[src/rtl/ili9341_pkg.sv]
// rtl/ili9341_pkg.sv - ILI9341 command codes, receiver states and panel size shared with the driver
package ili9341_pkg;

   localparam int DEFAULT_COLS = 240;
   localparam int DEFAULT_ROWS = 320;

   localparam logic [7:0] CMD_SWRESET = 8'h01;
   localparam logic [7:0] CMD_CASET   = 8'h2A;
   localparam logic [7:0] CMD_PASET   = 8'h2B;
   localparam logic [7:0] CMD_RAMWR   = 8'h2C;

   typedef enum logic [2:0] {
      IDLE,
      COL_PARAMS,
      PAGE_PARAMS,
      PIX_FIRST,
      PIX_SECOND,
      SKIP
   } rxState_e;

endpackage

[src/rtl/spi_byte_rx.sv]
// rtl/spi_byte_rx.sv - SPI mode-0 byte deserializer with input synchronizers and abort detection
module spi_byte_rx #(
   parameter int SYNC_STAGES = 2
) (
   input  logic       CLK_I,
   input  logic       RST_I,
   input  logic       tftChipSelect,
   input  logic       tftSck,
   input  logic       tftMosi,
   input  logic       dataCtrl,
   output logic       byteValid,
   output logic [7:0] rxByte,
   output logic       isData,
   output logic       byteAbort
);

   logic [SYNC_STAGES-1:0] csSync, sckSync, mosiSync, dcSync;
   logic       csPrev, sckPrev;
   logic [2:0] bitCnt;
   logic [6:0] shiftReg;
   logic       csS, sckS, mosiS, dcS, sckRise;

   assign csS     = csSync[SYNC_STAGES-1];
   assign sckS    = sckSync[SYNC_STAGES-1];
   assign mosiS   = mosiSync[SYNC_STAGES-1];
   assign dcS     = dcSync[SYNC_STAGES-1];
   assign sckRise = sckS & ~sckPrev;

   always_ff @(posedge CLK_I) begin
      if (RST_I) begin
         // CS sync starts deasserted so an idle bus never looks like a CS edge
         csSync    <= '1;
         sckSync   <= '0;
         mosiSync  <= '0;
         dcSync    <= '0;
         csPrev    <= 1'b1;
         sckPrev   <= 1'b0;
         bitCnt    <= 3'd0;
         shiftReg  <= 7'd0;
         byteValid <= 1'b0;
         rxByte    <= 8'd0;
         isData    <= 1'b0;
         byteAbort <= 1'b0;
      end else begin
         csSync    <= {csSync[SYNC_STAGES-2:0], tftChipSelect};
         sckSync   <= {sckSync[SYNC_STAGES-2:0], tftSck};
         mosiSync  <= {mosiSync[SYNC_STAGES-2:0], tftMosi};
         dcSync    <= {dcSync[SYNC_STAGES-2:0], dataCtrl};
         csPrev    <= csS;
         sckPrev   <= sckS;
         byteValid <= 1'b0;
         byteAbort <= csS && !csPrev && (bitCnt != 3'd0);
         if (csS) begin
            bitCnt   <= 3'd0;
            shiftReg <= 7'd0;
         end else if (sckRise) begin
            shiftReg <= {shiftReg[5:0], mosiS};
            bitCnt   <= bitCnt + 3'd1;
            if (bitCnt == 3'd7) begin
               rxByte    <= {shiftReg, mosiS};
               isData    <= dcS;
               byteValid <= 1'b1;
            end
         end
      end
   end

endmodule

[src/rtl/ili9341_spi_receiver.sv]
// rtl/ili9341_spi_receiver.sv - ILI9341 command decoder turning RAMWR bytes into framebuffer writes
module ili9341_spi_receiver
   import ili9341_pkg::*;
#(
   parameter int COLS           = DEFAULT_COLS,
   parameter int ROWS           = DEFAULT_ROWS,
   parameter int SYNC_STAGES    = 2,
   parameter int LOW_BYTE_FIRST = 1
) (
   input  logic        CLK_I,
   input  logic        RST_I,
   input  logic        tftChipSelect,
   input  logic        tftSck,
   input  logic        tftMosi,
   input  logic        dataCtrl,
   output logic        pixWe,
   output logic [16:0] pixAddr,
   output logic [15:0] pixData,
   output logic        cmdStrobe,
   output logic [7:0]  cmdByte,
   output logic        frameDone,
   output logic        byteAbort
);

   localparam logic [8:0]  COL_LAST  = 9'(COLS - 1);
   localparam logic [8:0]  ROW_LAST  = 9'(ROWS - 1);
   localparam logic [15:0] COLS_W    = 16'(COLS);
   localparam logic [15:0] ROWS_W    = 16'(ROWS);
   localparam logic [16:0] COLS_ADDR = 17'(COLS);

   logic       byteValid, isData;
   logic [7:0] rxByte;

   rxState_e   state;
   logic [8:0] startCol, endCol, startRow, endRow, col, row;
   logic [1:0] paramCnt;
   logic [23:0] paramBuf;
   logic [7:0] firstByte;
   logic [15:0] paramStart, paramEnd;
   logic       windowOk;

   spi_byte_rx #(.SYNC_STAGES(SYNC_STAGES)) byteRx (
      .CLK_I        (CLK_I),
      .RST_I        (RST_I),
      .tftChipSelect(tftChipSelect),
      .tftSck       (tftSck),
      .tftMosi      (tftMosi),
      .dataCtrl     (dataCtrl),
      .byteValid    (byteValid),
      .rxByte       (rxByte),
      .isData       (isData),
      .byteAbort    (byteAbort)
   );

   // Parameter bytes arrive big-endian: {S hi, S lo, E hi, E lo}
   assign paramStart = paramBuf[23:8];
   assign paramEnd   = {paramBuf[7:0], rxByte};
   assign windowOk   = (paramStart <= paramEnd) &&
                       (paramEnd < ((state == COL_PARAMS) ? COLS_W : ROWS_W));

   always_ff @(posedge CLK_I) begin
      if (RST_I) begin
         state     <= IDLE;
         startCol  <= 9'd0;
         endCol    <= COL_LAST;
         startRow  <= 9'd0;
         endRow    <= ROW_LAST;
         col       <= 9'd0;
         row       <= 9'd0;
         paramCnt  <= 2'd0;
         paramBuf  <= 24'd0;
         firstByte <= 8'd0;
         pixWe     <= 1'b0;
         pixAddr   <= 17'd0;
         pixData   <= 16'd0;
         cmdStrobe <= 1'b0;
         cmdByte   <= 8'd0;
         frameDone <= 1'b0;
      end else begin
         pixWe     <= 1'b0;
         cmdStrobe <= 1'b0;
         frameDone <= 1'b0;
         if (byteValid && !isData) begin
            cmdStrobe <= 1'b1;
            cmdByte   <= rxByte;
            paramCnt  <= 2'd0;
            case (rxByte)
               CMD_CASET: state <= COL_PARAMS;
               CMD_PASET: state <= PAGE_PARAMS;
               CMD_RAMWR: begin
                  col   <= startCol;
                  row   <= startRow;
                  state <= PIX_FIRST;
               end
               CMD_SWRESET: begin
                  startCol <= 9'd0;
                  endCol   <= COL_LAST;
                  startRow <= 9'd0;
                  endRow   <= ROW_LAST;
                  state    <= IDLE;
               end
               default: state <= SKIP;
            endcase
         end else if (byteValid) begin
            case (state)
               COL_PARAMS, PAGE_PARAMS: begin
                  if (paramCnt == 2'd3) begin
                     if (windowOk && state == COL_PARAMS) begin
                        startCol <= paramStart[8:0];
                        endCol   <= paramEnd[8:0];
                     end
                     if (windowOk && state == PAGE_PARAMS) begin
                        startRow <= paramStart[8:0];
                        endRow   <= paramEnd[8:0];
                     end
                     state <= IDLE;
                  end else begin
                     paramBuf <= {paramBuf[15:0], rxByte};
                     paramCnt <= paramCnt + 2'd1;
                  end
               end
               PIX_FIRST: begin
                  firstByte <= rxByte;
                  state     <= PIX_SECOND;
               end
               PIX_SECOND: begin
                  pixWe   <= 1'b1;
                  pixData <= (LOW_BYTE_FIRST != 0) ? {rxByte, firstByte} : {firstByte, rxByte};
                  pixAddr <= 17'(row) * COLS_ADDR + 17'(col);
                  if (col == endCol) begin
                     col <= startCol;
                     if (row == endRow) begin
                        row       <= startRow;
                        frameDone <= 1'b1;
                     end else begin
                        row <= row + 9'd1;
                     end
                  end else begin
                     col <= col + 9'd1;
                  end
                  state <= PIX_FIRST;
               end
               default: state <= state;
            endcase
         end
      end
   end

endmodule
[config.mk]
export PLATFORM = sky130hd
export DESIGN_NAME = ili9341_spi_receiver
export DESIGN_NICKNAME = d
export VERILOG_FILES = /design/src/rtl/ili9341_pkg.sv /design/src/rtl/spi_byte_rx.sv /design/src/rtl/ili9341_spi_receiver.sv
export SDC_FILE = /design/constraint.sdc
export NUM_CORES = 1
export LEC_CHECK = 0
export ABC_CLOCK_PERIOD_IN_PS = 3500
export CAP_MARGIN = 10
export CORE_ASPECT_RATIO = 1.5
export CORE_MARGIN = 5
export CORE_UTILIZATION = 39
export DETAILED_ROUTE_END_ITERATION = 16
export DONT_BUFFER_PORTS = 1
export HOLD_SLACK_MARGIN = 0.05
export PLACE_DENSITY = 0.51
export SETUP_SLACK_MARGIN = 0.3
export SLEW_MARGIN = 0
export SYNTH_ARGS = -nofsm -noshare
export SYNTH_HDL_FRONTEND = slang
export SYNTH_SLANG_ARGS = --single-unit
[constraint.sdc]
create_clock -name CLK_I -period 3.5 [get_ports CLK_I]
set_input_delay 0.7 -clock CLK_I [delete_from_list [all_inputs] [get_ports CLK_I]]
set_output_delay 0.7 -clock CLK_I [all_outputs]
set_load 0.01 [all_outputs]
==> reports/qor.csv, run 1 <==
stage;metric;value;unit
status;status;finished, final reports clean;
pwr;Reg power frac;0.494;
clock_network;TritonCTS clock tree;yes;
setup_path;Worst Path Required;3.86;ns
setup_path;CP endpoint kind;flip-flop;
setup_path;worst-path cell chain;fa_1, inv_1, fa_2, fa_2, inv_2, ha_4, o21ai_2, o21bai_1, a21o_1, nand3_2, nor4_2, xnor2_1, a211oi_1;
sta;Worst Clk Skew;0.008641;ns
grt;initial antenna violation count;0;
synth;top_reg_cell synth;dfxtp_1;
synth;Yosys top cell area share;0.3998;
final_layout;share of cells above drive strength 1;0.1404;
route;drt drc;0;
clock_network;Max Root-Sink Buffers;2;
setup_path;CP Launch Type;flip-flop;
setup_path;CP max stage cell;fa_2;
sta;Fin Setup TNS;0;ns
flow_run;max_cap viols;0;
placement;I/O Buffers;0;
synth;Syn Nets;1024;
floorplanning;Die W;129.2;um
floorplanning;Vert. Die Dim;188.8;um
sta;Min Clock Period, post-route;3.376;ns
route;Routed Antenna Nets;0;
synth;Post-Synthesis Cell Area;8312;um^2
sta;Final Hold Violating Endpoints;0;
pwr;maximum vdd drop;0.0003069;V
grt;GRT Overall Usage;0.1741;
pwr;leakage power;3.776;nW
pwr;Pint;2.975;mW
sta;RSZ-0062 raised after global routing;yes;
route;drt wl/cell;16.81;um
synth;Compound-Gate Fraction of Synth Area;0.1748;
setup_path;Worst EP arrival;3.73;ns
floorplanning;Starting Density;0.3961;
route;Pre-antenna DRT Iters;4;
sta;worst slew pin tran;1.015;ns
sta;period utilization;0.9646;
synth;Post-synth ARST share;0;
sta;Slew Limit Fails;0;
grt;global-route wire length before repair;34.07;mm
synth;multiplexer share of the synthesized area;0.03056;
synth;Synth Area in Adders;0.1165;
pwr;clock power share;0.500;
setup_path;CP Max Fanout;3;
pwr;Psw;0.8601;mW
placement;detailed-placement wirelength estimate;15.04;mm
final_layout;final net count;1043;
grt;largest net degree at the start of global routing;125;
placement;routability cong.;0.8285;
clock_network;CTS Sinks;166;
pwr;PwrDens;399.9;nW/um^2
synth;register area share after synthesis;0.3998;
floorplanning;I/O Pins;51;
synth;Synth cell types;66;
synth;number of synthesized register bits;166;
final_layout;# diodes;0;
setup_path;CP most frequent cell;fa_2;
synth;Mapped Avg Cell Area;8.740;um^2
route;routed vias/inst;5.312;
synth;post-synth top area cell;dfxtp_1;
hold_path;Worst Hold Class;input port to flip-flop;
floorplanning;Die ar.;24390;um^2
clock_network;H-tree depth;4;
final_layout;fillers;2077;
synth;Synth warnings;0;
setup_path;delay-heaviest family, CP;adder cells;
setup_path;Max stage delay on crit path;0.56;ns
floorplanning;core area;20980;um^2
setup_path;CP Class;flip-flop to flip-flop;
clock_network;Skew-Pair Late Insertion Delay;0.43;ns
synth;Post-synth EDFFs;0;
sta;max_slew headroom;0.3219;
pwr;Sw Ratio;0.2242;
sta;FMAX;296.2;MHz
synth;synth top area cells;dfxtp_1, ha_1, a21oi_1;
grt;number of global-route vias before repair;6596;
synth;XOR/XNOR Fraction of Synth Area;0.04110;
clock_network;TritonCTS buffer count;17;
clock_network;clock root buffer;clkbuf_16;
synth;Syn Inst Count;951;
sta;Final setup violation count;0;
placement;post-detailed-placement cell area;8718;um^2
route;Iter 0 DRT Violations;235;
clock_network;Clock transition at path regs;0.07;ns
route;via count;6645;
route;drt total wl;21.03;mm
final_layout;fin area;9592;um^2
setup_path;crit path buf inv count;2;
grt;Overflow after GRT;0;
final_layout;Area Growth Syn to Fin;15.40;%
pwr;Comb pwr share;0.006;
synth;Simple-Gate Fraction of Synth Area;0.1766;
floorplanning;Cell Rows;65;
synth;largest family of logic cells by synthesized area;simple AND/OR/NAND/NOR gates;
## routing by layer
layer / global-route usage / part of all wire
met5: 0 / 0
met4: 0.05901 / 0.027
met3: 0.02751 / 0.021
met2: 0.3285 / 0.55
met1: 0.1939 / 0.41
## state kept, by name, indices dropped and copies added, names as in the netlist, 9 cells and up
signal    count
paramBuf     24
col           9
pixData      16
startCol      9
row           9
endCol        9
pixAddr      17
endRow        9
startRow      9
## worst paths after layout
check / depth (start not counted) / slack, ns / startpoint / endpoint
hold / removal: 1 / 0.33 / RST_I / byteRx.mosiSync[0]
hold reg to reg: 1 / 0.41 / byteRx.csPrev / byteRx.byteAbort
setup / recovery: 13 / 0.12 / row[0] / pixAddr[15]
setup reg to reg: 13 / 0.12 / row[0] / pixAddr[15]
## cells in the mapped netlist (all sizes together) (2+ instances only)
master	n
o31a	2
a31oi	3
nand2	125
o21ai	31
buf	18
a21oi	96
nor4	8
nand3	18
a21o	14
or4	2
nor2b	14
clkbuf	31
and3	5
a21boi	2
nand2b	6
xnor2	17
nand4	8
o211a	2
nor3b	3
nor4b	3
o221ai	3
o21bai	2
mux2i	22
a32oi	2
a22oi	5
o211ai	2
and2	6
or3b	2
a211oi	12
a2bb2oi	14
a22o	22
nor3	17
o2bb2ai	2
fa	16
ha	51
mux2	3
xor2	22
nand3b	2
nor2	93
or2	3
inv	55
dfxtp	166
or2b	2
o31ai	4
## what timing repair did
action	in CTS	in global routing
gates resized for setup	19	22
hold buffers	0	0
setup endpoints to repair	8	8
pin swaps	15	9
setup buffers	6	4
## metrics by stage
stage	hold slack, ns	total power, mW	setup slack (ns)	util	instances
2_1_floorplan	0.3762	1.981	0.1882	-	951
3_3_place_gp	0.3921	1.963	0.03031	0.4155	1209
3_5_place_dp	0.3966	1.963	-0.07471	0.4155	1209
4_1_cts	0.3286	3.877	0.09858	0.4508	1247
5_1_grt	0.3310	3.952	-0.07622	0.4571	1251
6_report	0.3316	3.835	0.1240	0.4571	1251
## power by group through the flow
stage / registers, mW / logic (mW) / clock network, mW
global placement: 1.94 / 0.0252 / 0
CTS: 1.89 / 0.0252 / 1.96
global route: 1.89 / 0.0274 / 2.03
finish: 1.89 / 0.0248 / 1.92
detailed placement: 1.94 / 0.0252 / 0
floorplan: 1.94 / 0.0441 / 0
## layout by cell type (no fill, tap or decap), types with 6 or more instances in the layout
| master | synthesis | routed |
|---|---|---|
| xor2_1 | 22 | 20 |
| o21ai_0 | 29 | 24 |
| ha_1 | 51 | 47 |
| nor2_1 | 93 | 91 |
| nand2_1 | 125 | 125 |
| buf_4 | 7 | 47 |
| inv_2 | 0 | 6 |
| clkbuf_16 | 0 | 17 |
| nor4_1 | 8 | 6 |
| a21o_1 | 12 | 12 |
| nor3_1 | 17 | 17 |
| inv_1 | 55 | 49 |
| a22o_1 | 21 | 21 |
| nand3_1 | 18 | 14 |
| a211oi_1 | 12 | 11 |
| and2_1 | 6 | 6 |
| a21oi_1 | 96 | 94 |
| nand2b_1 | 6 | 6 |
| xnor2_1 | 17 | 14 |
| dfxtp_1 | 166 | 161 |
| a2bb2oi_1 | 14 | 14 |
| fa_1 | 16 | 14 |
| mux2i_1 | 22 | 22 |
| nand4_1 | 8 | 8 |
| nor2b_1 | 14 | 13 |
## final cells by class
cell class	instances	area (um^2)	area share
multi-input cells	680	4738	0.4940
inverters	55	206.4	0.02152
clock buffers	18	429.2	0.04474
clock inverters	14	166.4	0.01735
repair buffers	50	386.6	0.04031
flip-flops and latches	166	3329	0.3471
well taps	268	335.3	0.03496
## cells by family after synthesis
group / Yosys count
flip-flops: 166
multiplexers: 25
XOR/XNOR: 39
AND/OR/NAND/NOR: 322
AO/OA/AOI/OAI: 226
adder cells (fa/ha/maj): 68
buffers and inverters: 105
Power figures use the tool's default switching activity.
==> run 2: changes to the inputs <==
- SYNTH_HIERARCHICAL: unset -> 1
==> reports/qor.csv, run 2 <==
stage;metric;value;unit
status;status;finished, final reports clean;
setup_path;CP endpoint kind;flip-flop;
sta;Worst Clk Skew;0.01175;ns
setup_path;Max stage delay on crit path;0.56;ns
setup_path;worst-path cell chain;fa_1, inv_1, fa_2, inv_2, ha_4, a21o_4, a22oi_2, mux2i_2, buf_4, o2111ai_4, nor3_4, xnor2_1, a211oi_1;
final_layout;share of cells above drive strength 1;0.1376;
final_layout;fin util;0.4528;
grt;global-route wire length before repair;36.38;mm
clock_network;H-tree depth;4;
sta;Min Clock Period, post-route;3.391;ns
synth;register area share after synthesis;0.3906;
grt;number of global-route vias before repair;6957;
placement;detailed-placement wirelength estimate;16.02;mm
synth;Post-synth ARST share;0;
synth;Synth cell types;66;
floorplanning;Vert. Die Dim;190.9;um
synth;Post-Synthesis Cell Area;8508;um^2
setup_path;CP max stage cell;fa_1;
clock_network;Skew-Pair Late Insertion Delay;0.43;ns
sta;worst slew pin tran;0.9392;ns
pwr;leakage power;3.727;nW
floorplanning;I/O Pins;51;
synth;count leader, synth;nand2_1;
clock_network;CTS Sinks;166;
setup_path;CP Class;flip-flop to flip-flop;
placement;routability cong.;0.8480;
sta;max_slew headroom;0.3715;
flow_run;max_cap viols;0;
route;Pre-antenna DRT Iters;4;
setup_path;Worst Path Required;3.84;ns
final_layout;fin area;9797;um^2
grt;GRT Overall Usage;0.1858;
final_layout;Area Growth Syn to Fin;15.15;%
floorplanning;Starting Density;0.3932;
pwr;PwrDens;390.6;nW/um^2
final_layout;final net count;1092;
route;drt total wl;21.88;mm
final_layout;Top Registers;paramBuf: 24 flops, pixAddr: 17 flops, pixData: 16 flops;
route;drt drc;0;
route;routed vias/inst;5.199;
final_layout;fillers;2213;
synth;Mapped Avg Cell Area;8.382;um^2
grt;largest net degree at the start of global routing;122;
floorplanning;core area;21640;um^2
clock_network;Hold Buf Count CTS;0;
synth;Syn Inst Count;1015;
sta;RSZ-0062 raised after global routing;yes;
final_layout;# diodes;0;
setup_path;CP Max Fanout;5;
sta;period utilization;0.9688;
setup_path;CP Launch Type;flip-flop;
synth;list of most frequent post-synthesis cells;nand2_1, dfxtp_1, a21oi_1;
synth;synth top area cells;dfxtp_1, nand2_1, ha_1;
sta;Final setup violation count;0;
grt;Overflow after GRT;0;
route;Iter 0 DRT Violations;291;
synth;Post-synth EDFFs;0;
final_layout;most common cell after layout, fill and taps aside;nand2_1;
sta;FMAX;294.9;MHz
synth;number of synthesized register bits;166;
placement;I/O Buffers;0;
synth;Yosys top cell area share;0.3906;
sta;Slew Limit Fails;0;
final_layout;Largest register FFs;24;
placement;post-detailed-placement cell area;8932;um^2
clock_network;TritonCTS buffer count;17;
route;Routed Antenna Nets;0;
final_layout;Biggest register;paramBuf;
synth;post-synth top area cell;dfxtp_1;
route;via count;6779;
floorplanning;Die W;130.6;um
clock_network;Max Root-Sink Buffers;2;
final_layout;Sequential Area;3336;um^2
floorplanning;Die ar.;24930;um^2
pwr;maximum vdd drop;0.0004263;V
final_layout;area of the multi-input gates;4981;um^2
hold_path;Worst Hold Class;input port to flip-flop;
clock_network;TritonCTS clock tree;yes;
floorplanning;Cell Rows;66;
sta;Final Hold Violating Endpoints;0;
clock_network;Clock transition at path regs;0.07;ns
synth;Synth warnings;6;
synth;top_reg_cell synth;dfxtp_1;
setup_path;Worst EP arrival;3.74;ns
grt;initial antenna violation count;0;
synth;Syn Nets;1088;
final_layout;commonest non-fill, non-tap cells in the layout;nand2_1, dfxtp_1, a21oi_1;
route;drt wl/cell;16.78;um
clock_network;clock root buffer;clkbuf_16;
run 2: cell types whose count changed in the layout (fill, tap and decap cells not counted), sizes merged, moves of 6 or more:
cell / previous run / this run
a21oi: 96 / 107
a22o: 22 / 0
a2bb2oi: 14 / 1
and3: 5 / 11
buf: 50 / 44
mux2i: 22 / 48
nand2: 125 / 225
nor2: 93 / 61
o21ai: 31 / 21
xnor2: 17 / 36
xor2: 22 / 2
run 2: cell type report:
cell class,instances,area share
timing repair buffer,44,0.03410
tap,272,0.03474
clock buffer,20,0.04662
inverter,55,0.02133
sequential,166,0.3405
clock inverter,12,0.01430
multi-input combinational,735,0.5084
run 2: what timing repair did:
item,in CTS,in global routing
setup endpoints to repair,6,8
gates resized for setup,16,20
pin swaps,21,17
buffers inserted,9,3
run 2: power breakdown:
group / switching (mW) / internal, mW
logic: 0.0184 / 0.00804
registers: 0.00243 / 1.89
clock network: 0.804 / 1.10
total: 0.825 / 3.00
run 2: cell families after synthesis:
kind of cell,share of synthesized area
AO/OA/AOI/OAI,0.1421
XOR/XNOR,0.03912
adder cells (fa/ha/maj),0.1138
buffers and inverters,0.05588
flip-flops,0.3906
multiplexers,0.05647
AND/OR/NAND/NOR,0.2021
run 2: worst max-delay path: cells and delay by family (launching register included):
| kind | cells | cell delay (ns) |
|---|---|---|
| buffers and inverters | 3 | 0.27 |
| xor gates and xnor gates | 1 | 0.09 |
| adders and majority gates | 3 | 1.32 |
| AOI/OAI and AO/OA | 4 | 0.75 |
| DFF | 1 | 0.36 |
| and+or+nand+nor | 1 | 0.25 |
| muxes | 1 | 0.26 |
run 2: through the flow:
stage	TNS, ns	total power, mW	hold WS [ns]	setup slack [ns]	instances
5_1_grt	-0.07556	3.964	0.3066	-0.05047	1304
3_5_place_dp	0	1.965	0.3902	0.06835	1260
4_1_cts	0	3.874	0.3189	0.1612	1301
6_report	0	3.827	0.3338	0.1093	1304
3_3_place_gp	0	1.965	0.3871	0.09501	1260
2_1_floorplan	0	1.977	0.3743	0.2585	1015
run 2: path summary, 6_finish.rpt:
path / endpoint / startpoint / slack, ns / cells past startpoint
hold / removal: byteRx/isData / RST_I / 0.33 / 1
hold reg to reg: byteRx/byteAbort / byteRx/csPrev / 0.40 / 1
setup / recovery: pixAddr[14] / row[2] / 0.11 / 13
setup reg to reg: pixAddr[14] / row[2] / 0.11 / 13
run 2: routing by layer:
| layer | vias up | global-route usage | part of all wire |
|---|---|---|---|
| met2 | 93 | 0.3514 | 0.56 |
| met5 | - | 0 | 0 |
| met3 | 30 | 0.03634 | 0.024 |
| met4 | 0 | 0.06690 | 0.028 |
| li1 | 3420 | - | - |
| met1 | 3236 | 0.2000 | 0.39 |
